**config.mk**
```make
export PLATFORM = sky130hd
export DESIGN_NAME = ram_arbiter
export DESIGN_NICKNAME = d
export VERILOG_FILES = /design/src/rtl/ram_arb_pkg.sv /design/src/rtl/ram_arbiter_rr_pick2.sv /design/src/rtl/ram_arbiter.sv
export SDC_FILE = /design/constraint.sdc
export NUM_CORES = 1
export LEC_CHECK = 0
export ABC_CLOCK_PERIOD_IN_PS = 2600
export BUFFER_PORTS_ARGS = -buffer_cell sky130_fd_sc_hd__buf_2
export CAP_MARGIN = 40
export CORE_UTILIZATION = 26
export CTS_CLUSTER_SIZE = 30
export DETAILED_ROUTE_END_ITERATION = 8
export PLACE_DENSITY = 0.91
export SETUP_SLACK_MARGIN = 0.3
export SYNTH_ARGS = -nofsm -noshare
export SYNTH_HDL_FRONTEND = slang
export SYNTH_SLANG_ARGS = --single-unit
```
**constraint.sdc**
```tcl
create_clock -name clk -period 2.6 [get_ports clk]
set_input_delay 0.52 -clock clk [delete_from_list [all_inputs] [get_ports clk]]
set_output_delay 0.52 -clock clk [all_outputs]
set_load 0.01 [all_outputs]
```
**src/rtl/ram_arb_pkg.sv**
```systemverilog
// ram_arb_pkg: shared port enum and reset constant for the RAM arbiter
package ram_arb_pkg;
   typedef enum logic {PORT_A = 1'b0, PORT_B = 1'b1} port_e;
   localparam port_e LAST_RESET = PORT_B;
endpackage

```
**src/rtl/ram_arbiter_rr_pick2.sv**
```systemverilog
// rr_pick2: combinational two-input picker with one-hot grant
// Ports: req_a/req_b requests, last = previous winner, gnt[0]=A gnt[1]=B.
// Build option: RAM_ARB_ROUND_ROBIN_EN selects round-robin ties, else A wins ties.
module rr_pick2
   import ram_arb_pkg::*;
(
   input  logic       req_a,
   input  logic       req_b,
   input  port_e      last,
   output logic [1:0] gnt
);
`ifdef RAM_ARB_ROUND_ROBIN_EN
   // On a tie A wins only if B took the previous transfer
   assign gnt[0] = req_a && (!req_b || last == PORT_B);
`else
   logic unused_last;
   assign unused_last = last;
   assign gnt[0] = req_a;
`endif
   assign gnt[1] = req_b && !gnt[0];
endmodule

```
**src/rtl/ram_arbiter.sv**
```systemverilog
// ram_arbiter: shares one single-port sync RAM (1-cycle read) between ports A and B
// Ports: clk, rst (async, active-high); per port valid/ready/addr/wren/wdata
// request and rvalid/rdata response; ram_addr/ram_wren/ram_wdata to the RAM,
// ram_rdata from it. Build option: RAM_ARB_ROUND_ROBIN_EN (see rr_pick2).
module ram_arbiter
   import ram_arb_pkg::*;
#(
   parameter int ADDR_SIZE = 11,
   parameter int DATA_SIZE = 9
) (
   input  logic                 clk,
   input  logic                 rst,
   input  logic                 a_valid,
   output logic                 a_ready,
   input  logic [ADDR_SIZE-1:0] a_addr,
   input  logic                 a_wren,
   input  logic [DATA_SIZE-1:0] a_wdata,
   output logic                 a_rvalid,
   output logic [DATA_SIZE-1:0] a_rdata,
   input  logic                 b_valid,
   output logic                 b_ready,
   input  logic [ADDR_SIZE-1:0] b_addr,
   input  logic                 b_wren,
   input  logic [DATA_SIZE-1:0] b_wdata,
   output logic                 b_rvalid,
   output logic [DATA_SIZE-1:0] b_rdata,
   output logic [ADDR_SIZE-1:0] ram_addr,
   output logic                 ram_wren,
   output logic [DATA_SIZE-1:0] ram_wdata,
   input  logic [DATA_SIZE-1:0] ram_rdata
);
   port_e      last;
   logic [1:0] gnt;
   logic       pend_a, pend_b;
   rr_pick2 u_pick (
      .req_a(a_valid),
      .req_b(b_valid),
      .last (last),
      .gnt  (gnt)
   );
   assign a_ready   = gnt[0];
   assign b_ready   = gnt[1];
   // Idle cycles drive zeros so the RAM never sees a stray write
   assign ram_wren  = gnt[0] ? a_wren  : gnt[1] ? b_wren  : 1'b0;
   assign ram_addr  = gnt[0] ? a_addr  : gnt[1] ? b_addr  : '0;
   assign ram_wdata = gnt[0] ? a_wdata : gnt[1] ? b_wdata : '0;
   assign a_rvalid  = pend_a;
   assign b_rvalid  = pend_b;
   assign a_rdata   = ram_rdata;
   assign b_rdata   = ram_rdata;
   always_ff @(posedge clk or posedge rst)
      if (rst) begin
         last   <= LAST_RESET;
         pend_a <= 1'b0;
         pend_b <= 1'b0;
      end else begin
         pend_a <= gnt[0] && !a_wren;
         pend_b <= gnt[1] && !b_wren;
         if (|gnt) last <= gnt[0] ? PORT_A : PORT_B;
      end
endmodule

```
# Yosys cells after proc, flatten, opt, wreduce, memory -nomap -nowiden

Index checks and enable logic that the tools add are counted.

Reductions and logical operators: 6
Muxes and demuxes: 6

Operators by type and width:

| operator            | number |
|---|---|
| $mux W11            | 2 |
| $mux W9             | 2 |
| $logic_and A1 B1 Y1 | 3 |
| $logic_not A1 Y1    | 3 |
| $mux W1             | 2 |

Logic and storage cells: 14
Output and inout port bits: 43
Bits in registers: 2

# Logic depth before layout (Yosys ltp)

Gate-level depths: netlist of run 1.

Word-level depth: 4
Mapped depth: 5
Gate-level depth less buffers: 2

# Hierarchy

A second synthesis of run 1 with hierarchy kept.

Cell total of the unflattened synthesis: 59
Area total of the unflattened synthesis: 505.5 um^2

By module, submodules not included:

| module      | area each (um^2) | cells an instance | instances | sequential area each (um^2) |
|---|---|---|---|---|
| ram_arbiter | 484.2            | 57                | 1         | 76.3 |
| rr_pick2    | 21.3             | 2                 | 1         | 0.0 |

# Least setup slack after synthesis of run 1

No wires, ideal clock.

Path kind: input -> output
From: input port b_valid
To: output port ram_addr[2]
Data required time: 2080 ps
Arrival time: 1195 ps
Stages on the path: 5
Path buffers: 3
Path slack: 885 ps
Path through: buf_6 > nor2b_4 > buf_6 > buf_6 > a22o_1

Cells in the longest elaborated chain, start to end: 3

Ends and longest elaborated chain:

| item                  | line                       | text |
|---|---|---|
| start, declared       | ram_arbiter.sv:20          | `input logic b_valid,` |
| $logic_and A1 B1 Y1   | ram_arbiter_rr_pick2.sv:20 | `assign gnt[1] = req_b && !gnt[0];` |
| via b_ready           | ram_arbiter.sv:21          | `output logic b_ready,` |
| $mux W11 (2 in a row) | ram_arbiter.sv:45          | `assign ram_addr = gnt[0] ? a_addr : gnt[1] ? b_addr : '0;` |
| end, declared         | ram_arbiter.sv:27          | `output logic [ADDR_SIZE-1:0] ram_addr,` |

The timed path passes the listed nets, and every way through them passes these cells.

# Worst setup path in the final report of run 1

From: input port a_valid
To: output port ram_addr[6]

Cells in the longest elaborated chain, start to end: 4

Ends and longest elaborated chain:

| item                | line                       | text |
|---|---|---|
| start, declared     | ram_arbiter.sv:13          | `input logic a_valid,` |
| $logic_not A1 Y1    | ram_arbiter_rr_pick2.sv:20 |  |
| $logic_and A1 B1 Y1 | ram_arbiter_rr_pick2.sv:20 |  |
| $mux W11            | ram_arbiter.sv:45          |  |
| $mux W11 *          | ram_arbiter.sv:45          |  |

Every way passes the cells marked *; elsewhere a longest branch is shown, timed or not.

==> results.toml, run 1 <==
[status]
outcome = "finished, final reports clean"

[power_and_ir_drop]
p_sw_share_pct = 32.9
power_per_cell_area_nw_per_um2 = 306
vdd.ir_drop.worst_mv = 0.0875
power.share.clock_pct = 32.1
switchingPower_uw = 70.0
power.leakage_nw = 0.438
power_frac_seq_pct = 15.5
comb_power_share_pct = 52.4
int_pwr_uw = 143

[floorplan]
die-height_um = 45.0
fp.dieArea_um2 = 2020
core_area_um2 = 1730
start_util_pct = 27.8
chipWidth_um = 45.0
boundaryPins = 98
num_rows = 15

[sta]
setup-violations-final = 0
timing_max_transition_violations_final = 0
timing.slew.headroom_pct = 66.6
rsz0062_at_grt = "no"
finalHoldViolCount = 0
fmax_mhz = 497
tns_ns = 0
layout_worst_path_cycle_share_pct = 77.4
period_minus_slack_ns = 2.01
worst_slew_pin_slew_ns = 0.500

[worst_setup_path]
crit_chain = "buf_2, nor2b_4, a22o_1, buf_2"
arrival_ns = 1.49
timing.critical_path.mode_cell = "buf_2"
timing.critical_path.from_type = "primary input"
crit_path_top_delay_cell = "nor2b_4"
cp_slowest_stage_delay_ns = 0.38
crit_path_end_kind = "output pin"
timing_worst_setup_path_type = "primary input to output pin"
critPathRequiredTime_ns = 2.08
crit_path_max_fanout = 31

[finish]
num_antenna_cells = 0
post_route_cells_drive_above_1_share_pct = 64.9
multi_input_comb_area_um2 = 236
area_growth_syn_to_layout_pct = 44.5
layout_common_cells = "70 x buf_2, 14 x a22o_1, 14 x nand2_1"
finish.net_count = 171
layout.cell_area.non_filler_um2 = 694
n_fill_cell = 177
sequential_cell_area_um2 = 50.0
layout.cells.most_common = "buf_2"

[synth]
synth.yosys.seq_area_share_pct = 10.4
postSynthRegisterBits = 2
postSynthCellCount = 66
synth_warnings = 0
syn_area_um2 = 480
ys_types = 12
synth_nets = 121
synthesis.area_per_instance_um2 = 7.28

[clocking]
ctsLongestPathBuffers = 2
clock_tree_from_tritoncts = "yes"
clk_pin_slew_worst_paths_ns = 0.03
post_cts.resized_instances = 0
cts_hold_buffers = 0
cts_inserted_buffers = 3
ctsHtreeMaxLevel = 1
ctsRootBufferMaster = "clkbuf_4"
number_of_clock_sinks = 2
setup_buffers_after_cts = 0

[global_route]
first_global_vias = 475
first_pass_grt_wire_length_mm = 1.94
global_route.overflow_total = 0
grt_max_degree = 32
gr-usage-all-layers_pct = 13.3
antenna_violations_before_repair = 0

[detailed_routing]
initialDrtViolationCount = 6
ant_nets = 0
wirelength_mm = 1.44
avgRoutedWirePerCell_um = 10.3
detailroute.via_count = 589
drc = 0
avgViaCountPerCell = 4.24
drt_pass_1_iters = 4

[placed_design]
place.port_buffers = 70
placement.cell_area_um2 = 672
place_congestion = 0.677
hpwlAfterDp_mm = 1.17

[worst_hold_path]
worstHoldPathType = "primary input to asynchronous set/reset pin"

[job]
count_of_max_cap_constraint_violations = 0
registers in the layout (all words and copies together) (netlist names):
register and count:
b_rvalid 1, a_rvalid 1
final cells by class:
type                            instances  share of cell area [%]
Timing Repair Buffer                   70                    50.5
Multi-Input combinational cell         38                    34.1
Sequential cell                         2                    7.21
Tap cell                               25                    4.50
Clock buffer                            3                    3.24
Inverter                                1                   0.541
synth_stat cells:
library cell | n | share of area, %
buf_4 | 19 | 30
a22o_1 | 14 | 26
nand2_1 | 14 | 11
o21ai_0 | 5 | 5.2
buf_6 | 3 | 7.0
buf_2 | 2 | 2.1
dfrtp_1 | 2 | 10
nor2b_1 | 2 | 2.6
o21ai_1 | 2 | 2.1
clkbuf_1 | 1 | 0.78
inv_1 | 1 | 0.78
nor2b_4 | 1 | 2.9
final timing paths:
check                      startpoint           to  slack [ns]  cells past startpoint
max in group asynchronous         rst     a_rvalid        2.35                      2
setup / recovery              a_valid  ram_addr[6]        0.59                      4
min in group clk               b_wren     b_rvalid        0.46                      2
hold / removal                    rst     b_rvalid        0.14                      2
metrics by stage:
step / cells / total power, mW / setup slack (ns) / utilization (%) / hold WS, ns
2_1_floorplan: 66 / 0.119 / 0.885 / - / 0.261
3_3_place_gp: 136 / 0.143 / 0.658 / 38.9 / 0.371
3_5_place_dp: 136 / 0.145 / 0.588 / 38.9 / 0.369
4_1_cts: 139 / 0.218 / 0.589 / 40.2 / 0.127
5_1_grt: 139 / 0.231 / 0.496 / 40.2 / 0.131
6_report: 139 / 0.213 / 0.588 / 40.2 / 0.136
logic make-up (layout without fill, tap and decap cells):
| logic type | Yosys count | after routing | synth area share [%] |
|---|---|---|---|
| flops | 2 | 2 | 10.4 |
| simple gates | 17 | 17 | 16.4 |
| buf+inv | 26 | 74 | 40.4 |
| compound gates | 21 | 21 | 32.8 |
power by group through the flow:
stage / Clock, mW / Combinational, mW / Sequential, mW
after global routing: 0.0757 / 0.122 / 0.0331
after global placement: 0 / 0.110 / 0.0333
final: 0.0683 / 0.111 / 0.0330
after floorplan: 0 / 0.0850 / 0.0342
after CTS: 0.0731 / 0.112 / 0.0330
after detailed placement: 0 / 0.112 / 0.0333
routing by layer:
metal,share of wire [%],vias to the layer above,wire length [µm],global-route usage [%]
li1,-,303,-,-
met1,36,242,524,13.4
met2,53,39,764,22.3
met3,9.2,5,132,4.80
met4,0.97,0,14,9.70
met5,0,-,0,0
worst max-delay path: cells and delay by family:
| family | cells | cell delay (ns) |
|---|---|---|
| AO/OA/AOI/OAI | 1 | 0.20 |
| buffers and inverters | 2 | 0.40 |
| AND/OR/NAND/NOR | 1 | 0.38 |
Power figures use the tool's default switching activity.
==> run 2, diff against run 1 <==
--- a/config.mk
+++ b/config.mk
@@ -5,13 +5,14 @@
 export SDC_FILE = /design/constraint.sdc
 export NUM_CORES = 1
 export LEC_CHECK = 0
-export ABC_CLOCK_PERIOD_IN_PS = 2600
+export ABC_AREA = 1
+export ABC_CLOCK_PERIOD_IN_PS = 1800
 export BUFFER_PORTS_ARGS = -buffer_cell sky130_fd_sc_hd__buf_2
 export CAP_MARGIN = 40
-export CORE_UTILIZATION = 26
+export CORE_UTILIZATION = 23
 export CTS_CLUSTER_SIZE = 30
 export DETAILED_ROUTE_END_ITERATION = 8
-export PLACE_DENSITY = 0.91
+export PLACE_DENSITY = 0.82
 export SETUP_SLACK_MARGIN = 0.3
 export SYNTH_ARGS = -nofsm -noshare
 export SYNTH_HDL_FRONTEND = slang
==> constraint.sdc (replaced) <==
create_clock -name clk -period 1.8 [get_ports clk]
set_input_delay 0.36 -clock clk [delete_from_list [all_inputs] [get_ports clk]]
set_output_delay 0.36 -clock clk [all_outputs]
set_load 0.01 [all_outputs]
==> run 2 against run 1 <==
Compared with the run above: count of clock-buffer cells in the layout did not move; utilization fell by 3.2 points; power rose by 48%; setup slack got worse by 0.18 ns; sequential share of layout area fell by 0.65 points; critical path type unchanged; largest cell class unchanged.
==> results.toml, run 2 <==
[status]
outcome = "finished, final reports clean"

[worst_setup_path]
crit_path_end_kind = "output pin"
timing.critical_path.from_type = "primary input"
worst_path_buffer_plus_inverter_count = 3
crit_chain = "buf_2, inv_1, nor2_1, buf_2"
crit_path_top_delay_cell = "buf_2"
cp_slowest_stage_delay_ns = 0.32
timing.critical_path.mode_cell = "buf_2"
timing.critical_path.max_delay_family = "buffers and inverters"
arrival_ns = 1.04
timing_worst_setup_path_type = "primary input to output pin"
crit_path_max_fanout = 22
critPathRequiredTime_ns = 1.44

[detailed_routing]
avgRoutedWirePerCell_um = 9.75
detailroute.via_count = 746
initialDrtViolationCount = 12
drt_pass_1_iters = 4
avgViaCountPerCell = 4.31
wirelength_mm = 1.69
drc = 0
ant_nets = 0

[sta]
layout_worst_path_cycle_share_pct = 77.6
fmax_mhz = 716
setup-violations-final = 0
timing.slew.headroom_pct = 74.8
worst_slew_pin_slew_ns = 0.378
tns_ns = 0
period_minus_slack_ns = 1.40
finalHoldViolCount = 0
rsz0062_at_grt = "no"
timing_max_transition_violations_final = 0

[synth]
async_reset_ff_share_pct = 100
synth-xor-area-share_pct = 0
synth.top_cell.area_share_pct = 29.9
synthMostInstantiatedCell = "nand2_1"
combinational_family_with_the_most_area_after_synthesis = "simple AND/OR/NAND/NOR gates"
synthesis.area_per_instance_um2 = 5.49
post_synth_main_area_contributors = "buf_4 30%, nand2_1 30%, nand3_1 20%"
synth_warnings = 0
ys_types = 10
postSynthRegisterBits = 2
yosys.area_share.simple_pct = 52.3
post_synth_fa_ha_maj_area_fraction_pct = 0
synth_enable_flop_cells = 0
synth.yosys.seq_area_share_pct = 9.50
post_synth_mux_area_share_pct = 0
synth_top_flop_cell = "dfrtp_1"
postSynthCellCount = 96
synth_nets = 151
syn_area_um2 = 527
synth_compound_gate_area_share_pct = 0
synthDominantAreaCellType = "buf_4"
ys_top_cells_by_count = "42 x nand2_1, 21 x buf_4, 21 x nand3_1"

[floorplan]
start_util_pct = 25.5
chipWidth_um = 49.9
num_rows = 16
fp.dieArea_um2 = 2490
boundaryPins = 98
core_area_um2 = 2060
die-height_um = 49.9

[finish]
layout.cell_area.non_filler_um2 = 763
num_antenna_cells = 0
layout.cells.most_common = "buf_2"
finish.net_count = 203
layout_common_cells = "70 x buf_2, 42 x nand2_1, 21 x nand3_1"
n_fill_cell = 249
area_growth_syn_to_layout_pct = 44.9
post_route_cells_drive_above_1_share_pct = 51.4

[placed_design]
placement.cell_area_um2 = 728
place_congestion = 0.674
hpwlAfterDp_mm = 1.36
place.port_buffers = 70

[clocking]
ctsLongestPathBuffers = 2
clock_tree_from_tritoncts = "yes"
cts_inserted_buffers = 3
clk_pin_slew_worst_paths_ns = 0.03
number_of_clock_sinks = 2
ctsHtreeMaxLevel = 1
ctsRootBufferMaster = "clkbuf_4"
setup_buffers_after_cts = 0

[power_and_ir_drop]
power_per_cell_area_nw_per_um2 = 411
power.leakage_nw = 0.535
vdd.ir_drop.worst_mv = 0.269

[global_route]
gr-usage-all-layers_pct = 13.7
grt_max_degree = 25
global_route.overflow_total = 0
first_global_vias = 674
first_pass_grt_wire_length_mm = 2.67
antenna_violations_before_repair = 0

[job]
count_of_max_cap_constraint_violations = 0

[worst_hold_path]
worstHoldPathType = "primary input to flop"
-- run 2: cell count changes after synthesis, moves of 2 or more --
cell / delta
buf_4: +2
nand3_1: +21
nor2b_1: -2
nor2_1: +2
o21ai_1: -2
o21ai_0: -5
a22o_1: -14
nand2_1: +28
-- run 2: worst paths after layout --
check                      startpoint       end  slack (ns)  cells past startpoint
max                           b_valid   b_ready        0.40                      4
min in group asynchronous         rst  b_rvalid        0.53                      3
max in group asynchronous         rst  a_rvalid        1.16                      3
min                            a_wren  a_rvalid        0.31                      2
-- run 2: final cells by class --
| cell class | count | area, µm² | share of cell area [%] |
|---|---|---|---|
| Timing Repair Buffer | 72 | 368 | 48.2 |
| Multi-Input combinational cell | 66 | 275 | 36.1 |
| Sequential cell | 2 | 50.0 | 6.56 |
| Tap cell | 27 | 33.8 | 4.43 |
| Clock buffer | 3 | 22.5 | 2.95 |
| Inverter | 3 | 13.8 | 1.80 |
-- run 2: power by group --
group          internal (mW)  total (mW)  switching, mW
clock                 0.0733      0.0965         0.0232
combinational         0.0814       0.170         0.0883
sequential            0.0473      0.0477       0.000390
-- run 2: through the flow --
| step | cells | hold slack, ns | setup WS, ns | utilization, % | total power [mW] |
|---|---|---|---|---|---|
| 2_1_floorplan | 96 | 0.101 | 0.738 | - | 0.173 |
| 3_3_place_gp | 169 | 0.211 | 0.374 | 35.3 | 0.216 |
| 3_5_place_dp | 169 | 0.213 | 0.370 | 35.3 | 0.218 |
| 4_1_cts | 173 | 0.299 | 0.365 | 36.9 | 0.322 |
| 5_1_grt | 173 | 0.319 | 0.313 | 37.0 | 0.340 |
| 6_report | 173 | 0.307 | 0.404 | 37.0 | 0.314 |
-- run 2: metal layers --
layer  track usage [%]  vias to the layer above  routed length, µm
met2              27.7                       48                813
met5                 0                        -                  0
met1              10.8                      308                602
met3              5.25                        7                242
li1                  -                      383                  -
met4              7.14                        0                 27
-- run 2: cells by family after synthesis --
| group | Yosys count |
|---|---|
| simple gates | 66 |
| buf+inv | 28 |
| flops | 2 |
-- run 2: timing repair --
action,4_1_cts,5_1_grt
hold buffers,1,0
endpoints found under the hold margin,2,0
setup endpoints to repair,0,7
gates resized for setup,0,2
==> run 3, diff against run 2 <==
--- a/config.mk
+++ b/config.mk
@@ -6,7 +6,7 @@
 export NUM_CORES = 1
 export LEC_CHECK = 0
 export ABC_AREA = 1
-export ABC_CLOCK_PERIOD_IN_PS = 1800
+export ABC_CLOCK_PERIOD_IN_PS = 1120
 export BUFFER_PORTS_ARGS = -buffer_cell sky130_fd_sc_hd__buf_2
 export CAP_MARGIN = 40
 export CORE_UTILIZATION = 23
==> constraint.sdc (replaced) <==
create_clock -name clk -period 1.12 [get_ports clk]
set_input_delay 0.224 -clock clk [delete_from_list [all_inputs] [get_ports clk]]
set_output_delay 0.224 -clock clk [all_outputs]
set_load 0.01 [all_outputs]
==> run 3 against run 2 <==
Compared with the run above: count of clock-buffer cells in the layout did not move; flip-flop and latch count did not move; combinational power increased to 2.5 times the previous value; global-route usage grew 3.5 points.
==> results.toml, run 3 (synthesis results as in run 2) <==
[detailed_routing]
initialDrtViolationCount = 14
drc = 0
drt_pass_1_iters = 4
ant_nets = 0
avgRoutedWirePerCell_um = 13.5
detailroute.via_count = 862
wirelength_mm = 2.46
avgViaCountPerCell = 4.74

[sta]
fmax_mhz = 953
layout_worst_path_cycle_share_pct = 93.7
tns_ns = 0
finalHoldViolCount = 0
rsz0062_at_grt = "yes"
timing.slew.headroom_pct = 90.6
worst_slew_pin_slew_ns = 0.140
timing_max_transition_violations_final = 0
period_minus_slack_ns = 1.05
setup-violations-final = 0

[worst_setup_path]
timing.critical_path.from_type = "primary input"
crit_path_end_kind = "output pin"
crit_path_max_fanout = 5
timing_worst_setup_path_type = "primary input to output pin"
critPathRequiredTime_ns = 0.90
arrival_ns = 0.83

[power_and_ir_drop]
comb_power_share_pct = 64.1
int_pwr_uw = 432
switchingPower_uw = 238
power.share.clock_pct = 24.5
power.leakage_nw = 0.677
power_frac_seq_pct = 11.4
p_sw_share_pct = 35.6
vdd.ir_drop.worst_mv = 0.448
power_per_cell_area_nw_per_um2 = 593

[floorplan]
num_rows = 16
chipWidth_um = 49.9
die-height_um = 49.9
start_util_pct = 25.5
core_area_um2 = 2060
boundaryPins = 98
fp.dieArea_um2 = 2490

[worst_hold_path]
min_delay_worst_endpoint = "a_rvalid"
worstHoldStart = "a_wren"
worstHoldPathType = "primary input to flop"
hold_path_depth = 2

[clocking]
number_of_clock_sinks = 2
cts_inserted_buffers = 3
ctsRootBufferMaster = "clkbuf_4"
setup_buffers_after_cts = 0
ctsHtreeMaxLevel = 1
clk_pin_slew_worst_paths_ns = 0.03
clock_tree_from_tritoncts = "yes"
ctsLongestPathBuffers = 2

[placed_design]
place.port_buffers = 70
hpwlAfterDp_mm = 1.39
placed_cells_incl_taps = 171
place_congestion = 0.656

[finish]
area_growth_syn_to_layout_pct = 114
post_route_cells_drive_above_1_share_pct = 63.9
layout.cells.most_common = "buf_2"
finish.net_count = 212
num_antenna_cells = 0
stdcell_count = 182
layout_common_cells = "65 x buf_2, 41 x nand2_1, 12 x nand3_2"

[global_route]
first_pass_grt_wire_length_mm = 3.27
grt_max_degree = 23
global_route.overflow_total = 0
gr-usage-all-layers_pct = 17.2
antenna_violations_before_repair = 0
first_global_vias = 750

[status]
outcome = "finished, final reports clean"

[job]
count_of_max_cap_constraint_violations = 0
==> run 3: changes by cell type in the layout (fill, tap and decap cells not counted), moves of 3 or more <==
cell	change
nand3_1	-12
nand3_2	+12
buf_12	+5
buf_2	-5
clkbuf_16	+4
buf_16	+3
buf_6	+3
==> run 3: layout make-up <==
type                       count  area (µm²)
clock buffer                   3        22.5
inverter                       3        26.3
multi-input combinational     66         345
tap                           27        33.8
fill                         202         932
timing repair buffer          81         652
sequential                     2        50.0
==> run 3: metrics by stage <==
step | worst slack [ns] | instance area, µm² | hold slack, ns | total power [mW] | util [%]
2_1_floorplan | 0.330 | 527 | -0.0348 | 0.278 | -
3_3_place_gp | 0.0621 | 768 | 0.0736 | 0.366 | 37.3
3_5_place_dp | 0.0479 | 768 | 0.0795 | 0.367 | 37.3
4_1_cts | 0.0797 | 920 | 0.163 | 0.590 | 44.6
5_1_grt | 0.0440 | 1130 | 0.179 | 0.710 | 54.8
6_report | 0.0702 | 1130 | 0.160 | 0.670 | 54.8
==> run 3: worst max path at each step <==
stage	start	to	slack [ns]	depth (start not counted)
3_3_place_gp	a_valid	ram_wdata[5]	0.06	5
3_5_place_dp	a_valid	ram_addr[8]	0.05	5
5_1_grt	a_valid	ram_addr[4]	0.04	6
2_1_floorplan	a_valid	ram_addr[9]	0.33	4
6_report	a_valid	ram_addr[2]	0.07	6
4_1_cts	a_valid	ram_addr[1]	0.08	6
==> run 3: power by group through the flow <==
stage / clock network [mW] / logic [mW] / registers (mW)
after floorplan: 0 / 0.199 / 0.0794
after global placement: 0 / 0.288 / 0.0772
after detailed placement: 0 / 0.290 / 0.0773
after CTS: 0.164 / 0.349 / 0.0765
after global routing: 0.170 / 0.464 / 0.0769
final: 0.164 / 0.429 / 0.0766
==> run 3: what timing repair did <==
action,CTS,global route
hold endpoints to repair,2,0
gates resized for setup,12,28
endpoints found under the setup margin,25,25
pin swaps,0,4
hold buffers,1,0
cloned,3,4
==> run 3: worst max-delay path: stages <==
cell and delay, ns:
buf_12 0.12, clkinv_8 0.07, clkbuf_16 0.16, nand3_2 0.05, nand2_1 0.06, buf_2 0.13
==> run 3: per-layer routing <==
layer | GRT usage (%) | part of all wire [%] | wire length, µm | vias up
li1 | - | - | - | 408
met1 | 16.1 | 36 | 897 | 382
met2 | 32.7 | 50 | 1230 | 61
met3 | 5.56 | 12 | 285 | 11
met4 | 8.57 | 2.0 | 50 | 0
met5 | 0 | 0 | 0 | -
